<file path="src/rtl/vfpu_result_buffer.sv">
// Result FIFO between the VFPU and an HWPE-stream sink, with job sequencing and skid-based stall.
// Optional per-entry exception flags are enabled with `define VFPU_RESULT_FLAGS_EN.
module vfpu_result_buffer #(
    parameter int DATA_WIDTH  = 32,
    parameter int DEPTH       = 4,
    parameter int SKID        = 2,
    parameter int FLAGS_WIDTH = 5
) (
    input  logic                    clk_i,
    input  logic                    rst_i,
    input  logic                    clear_i,
    input  logic                    start_i,
    input  logic [15:0]             len_i,
    input  logic [DATA_WIDTH-1:0]   result_i,
    input  logic                    result_valid_i,
    input  logic [FLAGS_WIDTH-1:0]  flags_i,
    output logic                    stall_o,
    output logic [DATA_WIDTH-1:0]   out_data_o,
    output logic [DATA_WIDTH/8-1:0] out_strb_o,
    output logic                    out_valid_o,
    input  logic                    out_ready_i,
    output logic [FLAGS_WIDTH-1:0]  out_flags_o,
    output logic [FLAGS_WIDTH-1:0]  flags_acc_o,
    output logic                    busy_o,
    output logic                    done_o,
    output logic                    error_o
);

    localparam int PW = $clog2(DEPTH);
    localparam int CW = PW + 1;
    localparam logic [CW-1:0] FULL_CNT  = CW'(DEPTH);
    localparam logic [CW-1:0] STALL_CNT = CW'(DEPTH - SKID);

    typedef enum logic [1:0] {
        IDLE,
        RUN,
        DRAIN,
        DONE
    } state_e;

    state_e          state_q, state_d;
    logic [CW-1:0]   count_q, count_d;
    logic [PW-1:0]   wr_ptr_q, wr_ptr_d;
    logic [PW-1:0]   rd_ptr_q, rd_ptr_d;
    logic [15:0]     len_q, len_d;
    logic [15:0]     pushed_q, pushed_d;
    logic [15:0]     popped_q, popped_d;
    logic            error_q, error_d;

    logic [DATA_WIDTH-1:0] mem_q [DEPTH];

    logic full;
    logic pop;
    logic push;
    logic job_init;

    assign full = (count_q == FULL_CNT);

    always_comb begin
        state_d  = state_q;
        count_d  = count_q;
        wr_ptr_d = wr_ptr_q;
        rd_ptr_d = rd_ptr_q;
        len_d    = len_q;
        pushed_d = pushed_q;
        popped_d = popped_q;
        error_d  = error_q;
        pop      = 1'b0;
        push     = 1'b0;
        job_init = 1'b0;

        if (clear_i) begin
            state_d  = IDLE;
            count_d  = '0;
            wr_ptr_d = '0;
            rd_ptr_d = '0;
            pushed_d = '0;
            popped_d = '0;
            error_d  = 1'b0;
        end else begin
            pop  = (count_q != '0) && out_ready_i;
            // A full FIFO still accepts a push when the head leaves in the same cycle.
            push = result_valid_i && (state_q == RUN) && (!full || pop);

            if (result_valid_i && ((state_q != RUN) || (full && !pop)))
                error_d = 1'b1;

            if (push) begin
                wr_ptr_d = wr_ptr_q + PW'(1);
                pushed_d = pushed_q + 16'd1;
            end
            if (pop) begin
                rd_ptr_d = rd_ptr_q + PW'(1);
                popped_d = popped_q + 16'd1;
            end
            case ({push, pop})
                2'b10:   count_d = count_q + CW'(1);
                2'b01:   count_d = count_q - CW'(1);
                default: count_d = count_q;
            endcase

            case (state_q)
                IDLE: begin
                    if (start_i) begin
                        if (len_i != 16'd0) begin
                            state_d  = RUN;
                            job_init = 1'b1;
                            len_d    = len_i;
                            pushed_d = '0;
                            popped_d = '0;
                            error_d  = 1'b0;
                        end else begin
                            state_d = DONE;
                        end
                    end
                end
                RUN: begin
                    if (push && (pushed_d == len_q))
                        state_d = DRAIN;
                end
                DRAIN: begin
                    if (pop && (popped_d == len_q))
                        state_d = DONE;
                end
                DONE: begin
                    state_d = IDLE;
                end
                default: state_d = IDLE;
            endcase
        end
    end

    always_ff @(posedge clk_i) begin
        if (rst_i) begin
            state_q  <= IDLE;
            count_q  <= '0;
            wr_ptr_q <= '0;
            rd_ptr_q <= '0;
            len_q    <= '0;
            pushed_q <= '0;
            popped_q <= '0;
            error_q  <= 1'b0;
        end else begin
            state_q  <= state_d;
            count_q  <= count_d;
            wr_ptr_q <= wr_ptr_d;
            rd_ptr_q <= rd_ptr_d;
            len_q    <= len_d;
            pushed_q <= pushed_d;
            popped_q <= popped_d;
            error_q  <= error_d;
        end
    end

    // Storage needs no reset: out_valid_o masks any entry not yet written.
    always_ff @(posedge clk_i) begin
        if (push)
            mem_q[wr_ptr_q] <= result_i;
    end

`ifdef VFPU_RESULT_FLAGS_EN
    logic [FLAGS_WIDTH-1:0] fmem_q [DEPTH];
    logic [FLAGS_WIDTH-1:0] flags_acc_q, flags_acc_d;

    always_comb begin
        flags_acc_d = flags_acc_q;
        if (clear_i || job_init)
            flags_acc_d = '0;
        else if (push)
            flags_acc_d = flags_acc_q | flags_i;
    end

    always_ff @(posedge clk_i) begin
        if (rst_i)
            flags_acc_q <= '0;
        else
            flags_acc_q <= flags_acc_d;
    end

    always_ff @(posedge clk_i) begin
        if (push)
            fmem_q[wr_ptr_q] <= flags_i;
    end

    assign out_flags_o = out_valid_o ? fmem_q[rd_ptr_q] : '0;
    assign flags_acc_o = flags_acc_q;
`else
    logic unused_flags;
    assign unused_flags = ^{flags_i, job_init};
    assign out_flags_o  = '0;
    assign flags_acc_o  = '0;
`endif

    assign out_valid_o = (count_q != '0);
    assign out_data_o  = mem_q[rd_ptr_q];
    assign out_strb_o  = '1;
    assign stall_o     = (count_q >= STALL_CNT) || (state_q != RUN);
    assign busy_o      = (state_q != IDLE);
    assign done_o      = (state_q == DONE);
    assign error_o     = error_q;

endmodule

</file>
<file path="config.mk">
export PLATFORM = sky130hd
export DESIGN_NAME = vfpu_result_buffer
export DESIGN_NICKNAME = d
export VERILOG_FILES = /design/src/rtl/vfpu_result_buffer.sv
export SDC_FILE = /design/constraint.sdc
export NUM_CORES = 1
export LEC_CHECK = 0
export CORE_MARGIN = 8
export CORE_UTILIZATION = 45
export CTS_BUF_LIST = sky130_fd_sc_hd__clkbuf_4 sky130_fd_sc_hd__clkbuf_8 sky130_fd_sc_hd__clkbuf_16
export DETAILED_ROUTE_END_ITERATION = 8
export GPL_TIMING_DRIVEN = 0
export PLACE_DENSITY = 0.66
export SLEW_MARGIN = 20
export SYNTH_ARGS = -nofsm -noshare
export SYNTH_HDL_FRONTEND = slang
export SYNTH_SLANG_ARGS = --single-unit
export TNS_END_PERCENT = 10
</file>
<file path="constraint.sdc">
create_clock -name clk_i -period 5.93 [get_ports clk_i]
set_input_delay 0.8895 -clock clk_i [delete_from_list [all_inputs] [get_ports clk_i]]
set_output_delay 0.8895 -clock clk_i [all_outputs]
set_load 0.03 [all_outputs]
</file>
==> metrics.txt, run 1 <==
Hold Crit Class reg -> reg; top post-synthesis cells by area edfxtp_1, dfxtp_1, mux4_2; RR Endpoint state_q[0]; Worst Setup End Kind primary output; peak supply drop ~0.22 mV; switch share 23.65%; final worst path period need around 3.8 ns; number of diodes 0; status finished clean; largest net degree at the start of global routing 26; power density cells 271.1 mW/mm²; H-tree depth 4; total grt overflow 0; IO Port Bufs between 80 and 90; clk buf depth 2; number of nets with antenna violations after routing 0; top cells by count, synth edfxtp_1, nor2_1, dfxtp_1, xnor2_1, mux4_2; hold path startpoint error_o; Routability Congestion approximately 0.88; DRT iter0 DRCs between 300 and 400; yosys warns 0; R2R Path Start state_q[1]; Clock Tree Root clkbuf_16; sequential group share of total power between 50 and 60%; setup bufs post-CTS 0; max_cap viols 0; clk sink count roughly 190; DRC 0; period utilization between 60% and 70%; Worst R2R Path Depth 10; Post-synth ARST share 0%; sequential element share of the synthesized area between 60% and 70%; nets about 800; final setup fails 0; Worst path slowest cell buf_1; Reg clk slew, reported paths about 0.070 ns; switching power approximately 0.00065 W; P_int between 0.002 and 0.0025 W; fmax 261.9 MHz; Placed Cells incl. Taps 919; Crit Path Max Fanout 10; cts repair resizes 0; Avg WL per Cell about 19 µm; Die Wd 151.2 µm; Mapped Area 0.008230 mm²; Clock Latency Late Sink ~0.43 ns; CTS tree done; Critical Path Max Stage Delay roughly 0.71 ns; hpwl dp roughly 13000 µm; via count roughly 5000; initial core utilization between 40% and 50%; most common cell in the netlist edfxtp_1; post-synthesis cell count between 500 and 600; die footprint 0.02287 mm²; Worst EP required 5.04 ns; CP arrival roughly 2.9 ns; count of state elements after synthesis between 150 and 200; crit-path cells clkbuf_1, buf_1, mux4_2, clkdlybuf4s50_1; Hold Vio Cnt, Final 0; Worst Skew approximately 0.013 ns; Critical Path Source Type register; share of layout cells above drive strength 1 between 10 and 15%; Synth top area share 46.70%; setup repair after global routing missed its margin no; worst slew pin tran between 0.9 and 1 ns; Setup Crit Path Kind reg -> out; vias in the first global route around 5200; num rows 49; final core occ a little under three fifths; Hold-fix buffers, CTS 0; WL final around 18000 µm; TritonRoute pass-1 iters 4; Primary FF master, synth edfxtp_1; IO Pins 110; GRT Util Overall 16.48%; Lkg Pwr around 3.4 nW; die height 151.2 µm; library cells used by synthesis 60; max_slew headroom 37.06%; filler cell count roughly 1400; fin cells roughly 950; Hold Path End error_o; TritonCTS Buffers 17; clock share of power 42.3%; Setup TNS Final 0 ns; Yosys top cell by area edfxtp_1; core outline area approximately 0.018 mm²; Mean Syn Cell Area between 10 and 15 µm²; vias per cell between 5 and 6; Post-synth EDFFs between 100 and 150; max-slew violations 0; Hold Path Stages 2; Worst R2R Setup Slack 2.83 ns; first-pass GRT wire length 28580 µm; Comb pwr share about 6.0%; initial antenna violation count 0; Layout area overhead 23.32%
-- worst max-delay path, delay by kind of cell, from the launching register on --
family	cells	cell delay, ns
buffers and inverters	3	1.57
DFF	1	0.31
muxes	1	0.62
-- layer usage --
layer  GRT usage [%]  wire length [µm]  up-vias
met1           21.01              7862     2530
met2           27.09              9032      141
met5               0                 0        -
met3           3.884              1128       24
li1                -                 -     2406
met4           5.591               282        0
-- stage by stage --
| step | hold slack [ns] | area, µm² | setup slack [ns] | power, W |
|---|---|---|---|---|
| finish | 0.4814 | 10150 | 2.112 | 0.002751 |
| global route | 0.5405 | 10150 | 1.868 | 0.002842 |
| CTS | 0.4929 | 10150 | 1.996 | 0.002772 |
| detailed placement | 0.4710 | 9538 | 1.925 | 0.001616 |
| global placement | 0.4641 | 9453 | 1.907 | 0.001611 |
| floorplan | 0.4625 | 8275 | 3.004 | 0.001537 |
-- layout make-up --
class / count / area (µm²) / area share (%)
Sequential cell: 188 / 5045 / 49.70
Multi-Input combinational cell: 362 / 2959 / 29.15
Timing Repair Buffer: 93 / 970.9 / 9.566
Clock buffer: 17 / 425.4 / 4.191
Tap cell: 229 / 286.5 / 2.823
Buffer: 32 / 220.2 / 2.170
Clock inverter: 15 / 186.4 / 1.837
Inverter: 15 / 56.30 / 0.5547
-- how the worst max path moves through the flow --
stage,startpoint,end,slack [ns],cells past startpoint
2_1_floorplan,out_ready_i,state_q[0],3.00,9
3_3_place_gp,out_ready_i,state_q[0],1.91,9
3_5_place_dp,out_ready_i,state_q[0],1.92,10
4_1_cts,register,out_data_o[8],2.00,4
5_1_grt,register,out_data_o[4],1.87,4
6_report,register,out_data_o[26],2.11,4
-- state kept, by name, indices dropped and copies added, names as in the netlist, named ones only --
signal,count
mem_q,128
error_o,1
pushed_q,16
popped_q,16
state_q,2
wr_ptr_q,2
count_q,3
len_q,16
rd_ptr_q,2
-- cells in the final DEF, fill, tap and decap left out, types with 4 or more instances in the layout --
cell type	synthesis	final
conb_1	2	14
nor4_1	12	12
inv_8	0	5
nor2_1	70	70
and2_2	0	4
buf_12	0	4
edfxtp_1	128	128
nor3_1	8	8
nand3_1	16	16
clkbuf_1	10	10
or4_1	4	4
xnor2_1	38	38
inv_1	15	15
clkbuf_16	0	17
and3_1	6	6
nand2_1	27	27
mux2i_1	19	19
dfxtp_1	60	60
buf_4	15	15
a21oi_1	12	12
inv_6	0	4
mux4_2	32	32
buf_1	4	4
ha_1	11	11
clkdlybuf4s50_1	0	89
nand4_1	11	11
xor2_1	23	23
-- cell families (layout without fill, tap and decap cells) --
| logic type | Yosys count | after routing | synth area share (%) |
|---|---|---|---|
| compound gates | 36 | 36 | 3.390 |
| xor+xnor | 63 | 63 | 7.054 |
| fa+ha+maj | 12 | 12 | 1.915 |
| buf+inv | 47 | 172 | 3.360 |
| flops | 188 | 188 | 61.30 |
| mux | 51 | 51 | 11.07 |
| other cells | 2 | 14 | 0.09125 |
| simple gates | 186 | 186 | 11.83 |
-- power groups by stage --
stage | Clock [W] | Combinational, W | Sequential [W]
finish | 0.00116 | 0.000166 | 0.00142
global placement | 0 | 0.000160 | 0.00145
CTS | 0.00118 | 0.000167 | 0.00142
global route | 0.00124 | 0.000179 | 0.00142
floorplan | 0 | 0.0000910 | 0.00145
detailed placement | 0 | 0.000165 | 0.00145
No activity file was read; power rests on OpenSTA's default activity.
==> run 2, diff against run 1 <==
clock period = 3.54 ns   (was 5.93 ns; I/O delays follow)
==> metrics.txt, run 2 (same netlist as run 1, synthesis figures left out) <==
status finished clean; clk sink count about 190; largest net degree at the start of global routing 26; max FFs per register between 100 and 150; Crit Path Max Fanout 10; share of layout cells above drive strength 1 between 10% and 20%; most flop-heavy register mem_q; first-pass GRT wire length about 29000 µm; vias in the first global route about 5200; final setup fails 0; nets approximately 800; Worst Skew between 0.01 and 0.015 ns; fin cells 951; H-tree depth 4; Worst EP required between 3 and 4 ns; setup repair after global routing missed its margin no; commonest non-fill, non-tap cell in the layout edfxtp_1; max_cap viols 0; Setup Crit Path Kind reg -> out; DRC 0; Worst R2R Setup Slack 0.44 ns; Clock Latency Late Sink 0.43 ns; Hold-fix buffers, CTS 0; max-slew violations 0; Placed Cells incl. Taps a little over 900; final worst path period need between 3 and 4 ns; total grt overflow 0; setup bufs post-CTS 0; initial antenna violation count 0; number of nets with antenna violations after routing 0; IO Port Bufs between 80 and 90; die footprint roughly 0.023 mm²; via count 5109; CP arrival 2.72 ns; Routability Congestion about 0.9; clk buf depth 2; Die Wd roughly 150 µm; die height approximately 150 µm; hpwl dp between 10000 and 15000 µm; CTS tree done; cts repair resizes 4; RR Endpoint state_q[0]; hold path startpoint rst_i; peak supply drop 0.3674 mV; worst slew pin tran 0.9350 ns; Critical Path Source Type register; Tot Pwr roughly 0.0046 W; Reg clk slew, reported paths 0.07 ns; power density cells around 450 mW/mm²; max_slew headroom a little under two fifths; number of diodes 0; Hold Crit Class in -> reg; fmax 308.0 MHz; Avg WL per Cell a little under 20 µm; Layout area overhead 23.52%; most frequent cells in the layout edfxtp_1, clkdlybuf4s50_1, nor2_1, dfxtp_1, xnor2_1; final core occ between 50% and 60%; filler cell count approximately 1400; R2R Path Start count_q[1]; Lkg Pwr roughly 3.4 nW; DRT iter0 DRCs 350; Clock Tree Root clkbuf_16; Hold Vio Cnt, Final 0; IO Pins 110; Hold Path End len_q[1]; Hold Path Stages 2; period utilization 91.72%; Worst Setup End Kind primary output; Worst R2R Path Depth 9; WL final between 15000 and 20000 µm; vias per cell 5.372; GRT Util Overall between 15 and 20%; TritonCTS Buffers 17; core outline area approximately 0.018 mm²; num rows 49; TritonRoute pass-1 iters 4; initial core utilization roughly 46%
-- run 2: cell count changes in the layout (fill, tap and decap cells not counted) --
cell             change
clkdlybuf4s15_2      +2
clkbuf_2             +1
buf_1                -3
-- run 2: cell type report --
type                            count  area [µm²]  share of cell area [%]
Clock inverter                     15       186.4                   1.834
Multi-Input combinational cell    362        2959                   29.11
Buffer                             32       236.5                   2.326
Tap cell                          229       286.5                   2.818
Sequential cell                   188        5045                   49.62
Timing Repair Buffer               93       970.9                   9.551
Clock buffer                       17       425.4                   4.185
Inverter                           15       56.30                  0.5538
-- run 2: layer usage --
metal	share of wire [%]	GRT usage, %	up-vias	wire (µm)
met2	49	27.09	143	9043
met1	43	21.01	2535	7865
met5	0	0	-	0
li1	-	-	2407	-
met3	6.4	3.884	24	1169
met4	1.5	5.591	0	282
-- run 2: worst max path at each step --
stage | end | slack [ns]
after global routing | state_q[0] | 0.1
after global placement | state_q[0] | -0.12
after detailed placement | state_q[0] | -0.11
after floorplan | state_q[0] | 0.97
after CTS | out_data_o[13] | 0.008
final | out_data_o[26] | 0.29
-- run 2: where the power goes --
part | internal, W | switching [W] | leakage (nW)
registers | 0.00236 | 0.0000215 | 1.64
logic | 0.000135 | 0.000145 | 1.46
clock network | 0.00103 | 0.000927 | 0.297
-- run 2: metrics by stage --
step / cell area [µm²] / TNS [ns] / worst slack (ns) / hold WS (ns)
detailed placement: 9538 / -0.1572 / -0.1067 / 0.4710
CTS: 10160 / 0 / 0.007629 / 0.4401
floorplan: 8275 / 0 / 0.9727 / 0.4625
global route: 10170 / 0 / 0.09815 / 0.4669
global placement: 9453 / -1.080 / -0.1246 / 0.4641
finish: 10170 / 0 / 0.2931 / 0.4561
-- run 2: critical path: stages, from the launching register on --
cell and delay (ns):
dfxtp_1 0.31, clkbuf_1 0.27, clkdlybuf4s15_2 0.51, mux4_2 0.59, clkdlybuf4s50_1 0.61
==> run 3, diff against run 2 <==
CORE_UTILIZATION = 30   (was 45)
PLACE_DENSITY = 0.48   (was 0.66)
==> metrics.txt, run 3 (same netlist as run 1, synthesis figures left out) <==
status finished clean; max-slew violations 0; final worst path period need between 3 and 4 ns; Hold Crit Class in -> reg; Layout area overhead 25.33%; Die Wd between 150 and 200 µm; share of layout cells above drive strength 1 between 10% and 20%; die height approximately 180 µm; CP arrival 3.64 ns; clk buf depth 2; max_cap viols 0; vias in the first global route between 5000 and 6000; max FFs per register 128; filler cell count 2548; multi-input logic area around 0.003 mm²; DRT iter0 DRCs around 290; DRC 0; vias per cell about 4.8; first-pass GRT wire length ~30000 µm; hpwl dp about 14000 µm; via count 5055; max_slew headroom 36.80%; power density cells 444.3 mW/mm²; setup bufs post-CTS 0; Clock Latency Late Sink ~0.43 ns; IO Port Bufs 89; Worst path slowest cell nor4b_2; WL final 19250 µm; Hold Vio Cnt, Final 0; IO Pins 110; Avg WL per Cell 18.11 µm; Setup Crit Path Kind in -> reg; most flop-heavy register mem_q; commonest non-fill, non-tap cell in the layout edfxtp_1; period utilization 92.96%; Buf+Inv Stages, Crit Path 1; largest net degree at the start of global routing 25; Worst Setup End Kind register; peak supply drop approximately 0.26 mV; crit-path cells clkdlybuf4s50_1, nor4b_2, nor4_1, xnor2_1, o32ai_1, or4_1, nor4_2, o21ai_2, a211oi_2; Tot Pwr between 0.004 and 0.005 W; Clock Tree Root clkbuf_16; fmax around 300 MHz; initial antenna violation count 0; GRT Util Overall between 10% and 20%; Worst Skew ~0.015 ns; Worst R2R Setup Slack between 0.2 and 0.3 ns; final setup fails 0; Routability Congestion about 0.82; H-tree depth 4; nets 780; Worst EP required ~4 ns; worst hold slack approximately 0.46 ns; most frequent cells in the layout edfxtp_1, clkdlybuf4s50_1, nor2_1, dfxtp_1, xnor2_1; cell family with most CP delay simple AND/OR/NAND/NOR gates; Crit Path Max Fanout 8; clk sink count approximately 190; TritonRoute pass-1 iters 4; Critical Path Max Stage Delay 0.74 ns; worst slew pin tran approximately 0.94 ns; TritonCTS Buffers 17; number of diodes 0; Reg clk slew, reported paths 0.08 ns; core outline area between 0.02 and 0.03 mm²; register area 0.005045 mm²; Lkg Pwr approximately 3.4 nW; num rows 60; CTS tree done; initial core utilization 30.54%; setup repair after global routing missed its margin no; total grt overflow 0; die footprint about 0.033 mm²; final core occ a little under two fifths; number of nets with antenna violations after routing 0; Critical Path Source Type primary input
==> run 3: cell types whose count changed in the layout (fill, tap and decap cells not counted), sizes merged <==
cell / before / now
bufinv: 1 / 0
clkbuf: 28 / 27
clkdlybuf4s15: 2 / 3
clkinv: 3 / 6
clkinvlp: 1 / 0
inv: 25 / 24
==> run 3: where the power goes <==
group	internal (W)	total (W)	leakage (nW)	switching [W]
sequential	0.00236	0.00238	1.64	0.0000246
clock	0.000965	0.00192	0.295	0.000956
combinational	0.000135	0.000279	1.46	0.000144
==> run 3: final cells by class <==
type | instances | area share (%)
clock buffers | 17 | 4.124
inverters | 15 | 0.5459
clock inverters | 15 | 1.759
plain buffers | 32 | 2.353
well taps | 341 | 4.136
multi-input cells | 362 | 28.69
repair buffers | 93 | 9.486
flip-flops and latches | 188 | 48.91
==> run 3: final timing paths <==
| path | endpoint | from | cells past startpoint |
|---|---|---|---|
| setup reg to reg | state_q[0] | state_q[1] | 10 |
| setup / recovery | state_q[0] | out_ready_i | 9 |
| hold / removal | len_q[0] | rst_i | 2 |
| hold reg to reg | popped_q[1] | popped_q[1] | 2 |
==> run 3: what timing repair did <==
action | CTS | global route
resized for setup | 6 | 0
hold buffers | 0 | 0
endpoints found under the setup margin | 30 | 0
==> run 3: worst reg2reg max path: cells and delay by family (launching register included) <==
kind / cells / cell delay [ns]
compound gates: 3 / 0.52
fa+ha+maj: 1 / 0.32
xor+xnor: 1 / 0.27
flops: 1 / 0.34
buf+inv: 1 / 0.11
simple gates: 4 / 1.61
==> run 3: through the flow <==
step	TNS [ns]	cell area, µm²	setup slack, ns	std cells
2_1_floorplan	0	8275	0.9727	597
3_3_place_gp	-21.95	9593	-0.1782	1027
3_5_place_dp	-0.3322	9686	-0.1849	1031
4_1_cts	0	10310	0.1755	1063
5_1_grt	0	10310	0.01160	1063
6_report	0	10310	0.2492	1063
==> run 3: metal layers <==
metal / up-vias / global-route usage [%] / routed length (µm)
met5: - / 0 / 0
met4: 0 / 3.050 / 247
met3: 14 / 2.954 / 962
met2: 139 / 19.75 / 9181
met1: 2500 / 14.69 / 8863
li1: 2402 / - / -
